`src/rtl/dphy_hs_serializer.sv`:
```
`default_nettype none
// ============================================================================
// Module   : dphy_hs_serializer
// Brief    : D-PHY HS data-lane transmit serializer. Frames each burst as
//            HS-zero, sync byte, payload and trailer; 2 bits/cycle, LSB first.
// Revision : 1.0 - initial release
// ============================================================================
module dphy_hs_serializer #(
    parameter int          ZERO_BYTES  = 4,
    parameter int          TRAIL_BYTES = 2,
    parameter logic [7:0]  SYNC_WORD   = 8'hB8
) (
    input  logic        dphy_clk,
    input  logic        areset_n,
    input  logic        tx_valid,
    input  logic [7:0]  tx_data,
    input  logic        tx_last,
    output logic        tx_ready,
    output logic [1:0]  dout,
    output logic        hs_oe,
    output logic        busy,
    output logic        underrun
);

    localparam int c_CNT_MAX = (ZERO_BYTES > TRAIL_BYTES) ? ZERO_BYTES : TRAIL_BYTES;
    localparam int c_CNT_W   = $clog2(c_CNT_MAX + 1);

    localparam logic [c_CNT_W-1:0] c_ZERO_LAST  = c_CNT_W'(ZERO_BYTES - 1);
    localparam logic [c_CNT_W-1:0] c_TRAIL_LAST = c_CNT_W'(TRAIL_BYTES - 1);
    localparam logic [c_CNT_W-1:0] c_CNT_ONE    = c_CNT_W'(1);

    typedef enum logic [2:0] {
        S_IDLE  = 3'd0,
        S_ZERO  = 3'd1,
        S_SYNC  = 3'd2,
        S_DATA  = 3'd3,
        S_TRAIL = 3'd4
    } state_t;

    state_t               r_state;
    logic [1:0]           r_ph;
    logic [c_CNT_W-1:0]   r_cnt;
    logic [7:0]           r_shift;
    logic                 r_last;
    logic [1:0]           r_dout;
    logic                 r_hs_oe;
    logic                 r_busy;
    logic                 r_underrun;

    logic                 w_ph_end;
    logic                 w_ready;

    assign w_ph_end = (r_ph == 2'd3);
    // Ready points: end of the sync byte, or end of a non-final payload byte.
    assign w_ready  = w_ph_end &&
                      ((r_state == S_SYNC) || ((r_state == S_DATA) && !r_last));

    always_ff @(posedge dphy_clk or negedge areset_n) begin
        if (!areset_n) begin
            r_state    <= S_IDLE;
            r_ph       <= 2'd0;
            r_cnt      <= '0;
            r_shift    <= 8'h00;
            r_last     <= 1'b0;
            r_dout     <= 2'b00;
            r_hs_oe    <= 1'b0;
            r_busy     <= 1'b0;
            r_underrun <= 1'b0;
        end else begin
            r_underrun <= 1'b0;
            case (r_state)
                S_IDLE: begin
                    if (tx_valid) begin
                        r_state <= S_ZERO;
                        r_ph    <= 2'd0;
                        r_cnt   <= '0;
                        r_dout  <= 2'b00;
                        r_hs_oe <= 1'b1;
                        r_busy  <= 1'b1;
                    end
                end

                S_ZERO: begin
                    r_ph <= r_ph + 2'd1;
                    if (w_ph_end) begin
                        if (r_cnt == c_ZERO_LAST) begin
                            r_state <= S_SYNC;
                            r_cnt   <= '0;
                            r_shift <= SYNC_WORD;
                            r_dout  <= SYNC_WORD[1:0];
                        end else begin
                            r_cnt <= r_cnt + c_CNT_ONE;
                        end
                    end
                end

                // The shifter always holds the pair on the line in bits [1:0],
                // so bit 1 at phase 3 is the last bit transmitted.
                S_SYNC, S_DATA: begin
                    r_ph <= r_ph + 2'd1;
                    if (!w_ph_end) begin
                        r_shift <= r_shift >> 2;
                        r_dout  <= r_shift[3:2];
                    end else if (w_ready && tx_valid) begin
                        r_state <= S_DATA;
                        r_shift <= tx_data;
                        r_last  <= tx_last;
                        r_dout  <= tx_data[1:0];
                    end else begin
                        r_state    <= S_TRAIL;
                        r_cnt      <= '0;
                        r_dout     <= {2{~r_shift[1]}};
                        r_underrun <= w_ready;
                    end
                end

                S_TRAIL: begin
                    r_ph <= r_ph + 2'd1;
                    if (w_ph_end) begin
                        if (r_cnt == c_TRAIL_LAST) begin
                            r_state <= S_IDLE;
                            r_cnt   <= '0;
                            r_dout  <= 2'b00;
                            r_hs_oe <= 1'b0;
                            r_busy  <= 1'b0;
                        end else begin
                            r_cnt <= r_cnt + c_CNT_ONE;
                        end
                    end
                end

                default: begin
                    r_state <= S_IDLE;
                    r_ph    <= 2'd0;
                    r_dout  <= 2'b00;
                    r_hs_oe <= 1'b0;
                    r_busy  <= 1'b0;
                end
            endcase
        end
    end

    assign tx_ready = w_ready;
    assign dout     = r_dout;
    assign hs_oe    = r_hs_oe;
    assign busy     = r_busy;
    assign underrun = r_underrun;

endmodule
`default_nettype wire

```
`config.mk`:
```
export PLATFORM = sky130hd
export DESIGN_NAME = dphy_hs_serializer
export DESIGN_NICKNAME = d
export VERILOG_FILES = /design/src/rtl/dphy_hs_serializer.sv
export SDC_FILE = /design/constraint.sdc
export NUM_CORES = 1
export LEC_CHECK = 0
export BUFFER_PORTS_ARGS = -buffer_cell sky130_fd_sc_hd__buf_2
export CAP_MARGIN = 30
export CORE_MARGIN = 3
export CORE_UTILIZATION = 55
export DETAILED_ROUTE_END_ITERATION = 7
export PLACE_DENSITY = 0.77
export SKIP_LAST_GASP = 1
export SLEW_MARGIN = 10
export SYNTH_ARGS = -nofsm -noshare
export SYNTH_HDL_FRONTEND = slang
export SYNTH_SLANG_ARGS = --single-unit
```
`constraint.sdc`:
```
create_clock -name dphy_clk -period 1.8 [get_ports dphy_clk]
set_input_delay 0.09 -clock dphy_clk [delete_from_list [all_inputs] [get_ports dphy_clk]]
set_output_delay 0.09 -clock dphy_clk [all_outputs]
set_load 0.02 [all_outputs]
```
* Word-level counts from Yosys, hierarchy flattened
Cells that the tools add are included.
** Cells by class
- Add/subtract/negate cells :: 2
- Equal/unequal tests :: 15
- Mux-type cells :: 37
- Bitwise gates (word level) :: 2
- Reduce and logical (&&, ||, !) cells :: 17
** Operators with widths (number)
- $mux 3 :: 14
- $mux 8 :: 4
- $pmux 3 s4 :: 2
- $pmux 8 s2 :: 1
- $mux 2 :: 7
- $ne 2x2->1 const B :: 7
- $reduce_and 6->1 :: 2
- $eq 3x2->1 const B :: 3
- $pmux 2 s4 :: 1
- $reduce_and 4->1 :: 2
- $eq 3x1->1 const B :: 2
- $mux 1 :: 6
- $reduce_and 5->1 :: 1
- $pmux 2 s2 :: 1
- $reduce_bool 4->1 :: 1
- $reduce_or 4->1 :: 1
- $add 3x1->3 const B :: 1
- $eq 3x3->1 const B :: 1
- $logic_and 1x1->1 :: 3
- $logic_not 3->1 :: 1
- $ne 3x3->1 const B :: 1
- $pmux 1 s3 :: 1
- $reduce_and 3->1 :: 1
- $reduce_or 3->1 :: 1
- other kinds (7) :: 8
** Word-level totals
- Register bits :: 21
- Input bits :: 12
- Output and inout port bits :: 6

* Logic depth before layout (Yosys ltp)
- Depth in word-level cells :: 8
- Depth in mapped cells :: 6
- Gate-level depth less buffers :: 6

* Worst setup path before layout
No wires, ideal clock.
- Kind :: flip-flop to flip-flop
- From :: reg r_ph[0]
- To :: reg r_shift[6]
- Setup time :: 0.122 ns
- Arrival time :: 1.366 ns
- Data required time :: 1.678 ns
- Path slack :: 0.312 ns
- Cell stages (with the launch flop) :: 6
- Buffers on the path :: 1
- Clock period less this slack :: 1.488 ns
- Cell sequence :: dfrtp_1 ha_1 buf_2 nand2_1 or3_4 a32o_1
** On the way
- Word-level cells in the longest chain between the ends :: 5
- Elaborated cells on any way between the ends :: 8
** RTL lines
- start: declaration :: line 41 : logic [1:0] r_ph;
- start signal: assignment :: line 84 : r_ph <= r_ph + 2'd1;
- start signal: assignment :: line 100 : r_ph <= r_ph + 2'd1;
- start signal: assignment :: line 118 : r_ph <= r_ph + 2'd1;
- $eq 2x2->1 * :: line 53 : assign w_ph_end = (r_ph == 2'd3);
- $logic_and 1x1->1 :: line 55 : assign w_ready = w_ph_end &&
- $logic_and 1x1->1 :: line 104 : end else if (w_ready && tx_valid) begin
- $ne 3x3->1 (no line)
- $reduce_and 4->1 (no line)
- end signal: assignment :: line 102 : r_shift <= r_shift >> 2;
- end signal: assignment :: line 106 : r_shift <= tx_data;
- end: declaration :: line 43 : logic [7:0] r_shift;
Every way passes the cells marked *; elsewhere a longest branch is shown, timed or not.
A chain may end at the register's enable or synchronous reset.

* Worst setup path in the final report
- From :: reg r_ph[0]
- To :: out tx_ready
** On the way
- Word-level cells in the longest chain between the ends :: 2
** RTL lines
- $eq 2x2->1 :: line 53
- $logic_and 1x1->1 :: line 55
- end: declaration :: line 18 : output logic tx_ready,
Every way passes these cells.

==> metrics.txt <==
# TYPE chip_impl_metric gauge
chip_impl_info{name="outcome",value="completed"} 1
chip_impl_metric{name="ys_seq_elements",unit=""} 20
chip_impl_metric{name="drt_pass1_iterations",unit=""} 4
chip_impl_metric{name="relSlewSlack",unit=""} 0.6922
chip_impl_metric{name="clock_tree.htree_level_count",unit=""} 1
chip_impl_metric{name="multiInputGateArea",unit="um2"} 644.4
chip_impl_metric{name="hold_violations",unit=""} 0
chip_impl_metric{name="wl_per_cell",unit="um"} 15.04
chip_impl_metric{name="final_min_period_over_clock_period",unit=""} 0.9163
chip_impl_info{name="critical_path_endpoint_category",value="output pin"} 1
chip_impl_metric{name="ant_nets",unit=""} 0
chip_impl_metric{name="seq_area_frac_synth",unit=""} 0.4184
chip_impl_metric{name="timing.critical_path.arrival",unit="ps"} 1560
chip_impl_metric{name="largest_voltage_drop_on_the_vdd_net",unit="mV"} 0.8496
chip_impl_info{name="route.top_layer_used",value="met4"} 1
chip_impl_metric{name="clock-sinks",unit=""} 20
chip_impl_metric{name="antenna_cells",unit=""} 0
chip_impl_metric{name="final_period_minus_worst_setup_slack",unit="ps"} 1649
chip_impl_metric{name="detailedRoute.firstIterationViolations",unit=""} 28
chip_impl_metric{name="worst_clock_skew",unit="ps"} 1.421
chip_impl_metric{name="synth_xor_xnor_area_share",unit=""} 0
chip_impl_metric{name="synth.area.mux_share",unit=""} 0.02824
chip_impl_info{name="critical_path.startpoint_type",value="flip-flop"} 1
chip_impl_metric{name="synth_fa_ha_area_frac",unit=""} 0.05230
chip_impl_metric{name="power_density",unit="mW/mm2"} 1444
chip_impl_metric{name="maxCapViolCount",unit=""} 0
chip_impl_metric{name="critical_path_peak_fanout",unit=""} 7
chip_impl_metric{name="antenna_found_initial",unit=""} 0
chip_impl_metric{name="global_route_congestion_overflow_total",unit=""} 0
chip_impl_metric{name="ys_warn_count",unit=""} 0
chip_impl_metric{name="start_util",unit=""} 0.5975
chip_impl_metric{name="max_slew.worst_pin.slew",unit="ps"} 461.7
chip_impl_metric{name="report.final.setup_viol",unit=""} 0
chip_impl_metric{name="vias_per_cell",unit=""} 5.874
chip_impl_metric{name="wl_met1",unit="mm"} 1.196
chip_impl_metric{name="clkTransAtPathRegs",unit="ps"} 120
chip_impl_metric{name="synth_async_sr_flop_share",unit=""} 1.000
chip_impl_info{name="grt_setup_unrepaired",value="no"} 1
chip_impl_metric{name="placed_insts",unit=""} 168
chip_impl_metric{name="synth_simple_gate_area_share",unit=""} 0.1914
chip_impl_metric{name="remaining_drc_errors",unit=""} 0
chip_impl_metric{name="die_height",unit="um"} 52.64
chip_impl_metric{name="nFillCells",unit=""} 148
chip_impl_metric{name="synthesis.instances",unit=""} 126
chip_impl_metric{name="dieArea",unit="mm2"} 0.002770
chip_impl_metric{name="vias_in_the_first_global_route",unit=""} 956
chip_impl_metric{name="required_time_of_the_worst_setup_path",unit="ps"} 1710
chip_impl_metric{name="routed-wl-met2",unit="mm"} 1.208
chip_impl_metric{name="placement.io_buffers",unit=""} 17
chip_impl_metric{name="layout-area-overhead-vs-synth",unit="%"} 15.38
chip_impl_metric{name="postRouteWirelength",unit="mm"} 2.617
chip_impl_info{name="critical_path_class",value="flip-flop to output pin"} 1
chip_impl_info{name="dominantRegCellSynth",value="dfrtp_1"} 1
chip_impl_metric{name="global_route_wire_length_before_repair",unit="mm"} 4.360
chip_impl_metric{name="synth-edff-count",unit=""} 0
chip_impl_metric{name="post-route-worst-setup-slack",unit="ps"} 150.6
chip_impl_metric{name="yosys.cell_types.count",unit=""} 41
chip_impl_metric{name="power.static_leakage",unit="nW"} 0.6164
chip_impl_metric{name="synthesis.nets",unit=""} 143
chip_impl_metric{name="synth_compound_gate_area_share",unit=""} 0.2521
chip_impl_info{name="synth_top_family_by_area",value="compound AO/OA/AOI/OAI gates"} 1
chip_impl_metric{name="ff_latch_area",unit="um2"} 500.5
chip_impl_metric{name="min_path_cells",unit=""} 2
chip_impl_metric{name="post_synth_instance_area",unit="mm2"} 0.001196
chip_impl_metric{name="ios",unit=""} 18
chip_impl_metric{name="worst_r2r_path_depth",unit=""} 4
chip_impl_metric{name="finish.cell_count_without_fillers",unit=""} 174
chip_impl_metric{name="die_w",unit="um"} 52.64
chip_impl_metric{name="synthesis.area_per_instance",unit="um2"} 9.493
chip_impl_metric{name="cts_max_path_buffers",unit=""} 2
chip_impl_metric{name="rows",unit=""} 16
chip_impl_metric{name="grt_max_degree",unit=""} 21
chip_impl_metric{name="design.core.area",unit="mm2"} 0.002002
chip_impl_metric{name="clk_latency",unit="ps"} 300
chip_impl_metric{name="numCtsBuffers",unit=""} 3
chip_impl_metric{name="finalPower",unit="mW"} 1.992
chip_impl_info{name="cts_root_buf",value="clkbuf_4"} 1
chip_impl_metric{name="dpl_worst_slack",unit="ps"} 132.9
chip_impl_metric{name="worst_hold_slack",unit="ps"} 17.16
chip_impl_info{name="tritoncts_clock_tree",value="yes"} 1
chip_impl_metric{name="place.gp.congestion",unit=""} 0.8191
chip_impl_metric{name="fraction_of_layout_instances_using_a_drive_strength_above_1",unit=""} 0.2313
chip_impl_metric{name="timing.setup.tns",unit="ps"} 0
chip_impl_metric{name="detailedPlacementHpwl",unit="mm"} 1.971
chip_impl_metric{name="final_nets",unit=""} 165
chip_impl_metric{name="grt.total_usage",unit=""} 0.2198
chip_impl_metric{name="vias",unit=""} 1022
chip_impl_info{name="hold_path.class",value="input pin to flip-flop"} 1
chip_impl_metric{name="wl_met3",unit="um"} 130
chip_impl_metric{name="report.final.slew_viol_count",unit=""} 0
chip_impl_metric{name="fmax",unit="MHz"} 606.3
==> where the power goes <==
group | leakage, nW | internal (mW) | switching (mW) | total, mW
Sequential | 0.250 | 0.619 | 0.162 | 0.781
Combinational | 0.346 | 0.452 | 0.491 | 0.944
Clock | 0.0210 | 0.123 | 0.144 | 0.267
==> worst max-delay path: stages, from the launching register on <==
cell and delay (ps):
dfrtp_1 450, ha_4 200, buf_4 150, nand2_1 120, a21oi_1 160, buf_2 190
==> cell type report <==
cell class	instances	share of cell area
Clock buffer	4	0.02629
Inverter	6	0.01632
Multi-Input combinational cell	93	0.4669
Sequential cell	20	0.3626
Tap cell	27	0.02448
Timing Repair Buffer	24	0.1034
==> synthesized netlist by cell type, drive strengths merged (4+ instances only) <==
cell type / n / area share
dfrtp: 20 / 0.42
nand2: 14 / 0.044
o21ai: 10 / 0.045
a21oi: 8 / 0.033
buf: 7 / 0.039
inv: 6 / 0.019
ha: 5 / 0.052
nand2b: 5 / 0.026
nand3: 5 / 0.025
nor3: 4 / 0.017
o21a: 4 / 0.025
==> logic make-up (layout without fill, tap and decap cells) <==
kind of cell               after synthesis  in the layout
muxes                                    3              3
buffers and inverters                   13             34
adders and majority gates                5              5
AOI/OAI and AO/OA                       43             43
and+or+nand+nor                         42             42
DFF                                     20             20
==> cells in the final DEF, fill, tap and decap left out, types with 2 or more instances in the layout <==
cell,instances
dfrtp_1,20
buf_2,17
nand2_1,14
a21oi_1,8
o21ai_0,8
inv_1,6
nand2b_1,5
buf_4,5
nand3_1,4
nor3_1,4
o21a_1,4
ha_1,4
nor2_1,3
a221o_1,3
o22ai_1,3
nand3b_1,3
clkbuf_4,3
nor2b_1,2
a32oi_1,2
o211ai_1,2
a211o_1,2
mux2_1,2
dlygate4sd3_1,2
==> worst paths after layout <==
kind,start,endpoint,slack [ps]
setup / recovery,r_ph[0]$_DFFE_PN0P_,tx_ready,150
hold / removal,tx_data[5],r_shift[5]$_DFFE_PN0P_,20
setup reg to reg,r_state[0]$_DFFE_PN0P_,r_cnt[0]$_DFFE_PN0P_,170
hold reg to reg,r_shift[5]$_DFFE_PN0P_,r_shift[3]$_DFFE_PN0P_,530
max in group asynchronous,areset_n,r_state[0]$_DFFE_PN0P_,1230
min in group asynchronous,areset_n,r_shift[2]$_DFFE_PN0P_,250
==> what timing repair did <==
action,in CTS,in global routing
hold endpoints to repair,21,0
setup buffers,0,0
hold buffers,2,0
resized for setup,0,3
endpoints found under the setup margin,0,4
==> registers in the layout, summed over array words and instances (netlist names) <==
signal,flops
busy,1
dout,2
r_cnt,3
r_last,1
r_ph,2
r_shift,7
r_state,3
underrun,1
==> layer usage <==
metal  global-route usage  vias to the layer above
li1                     -                      503
met1               0.2936                      473
met2               0.3347                       38
met3              0.02849                        8
met4               0.1319                        0
met5                    0                        -
==> through the flow <==
stage | util | instance area [um2]
CTS | 0.6806 | 1363
global route | 0.6894 | 1380
global placement | 0.6525 | 1306
detailed placement | 0.6525 | 1306
finish | 0.6894 | 1380
floorplan | - | 1196
(Power assumes the default switching activity.)
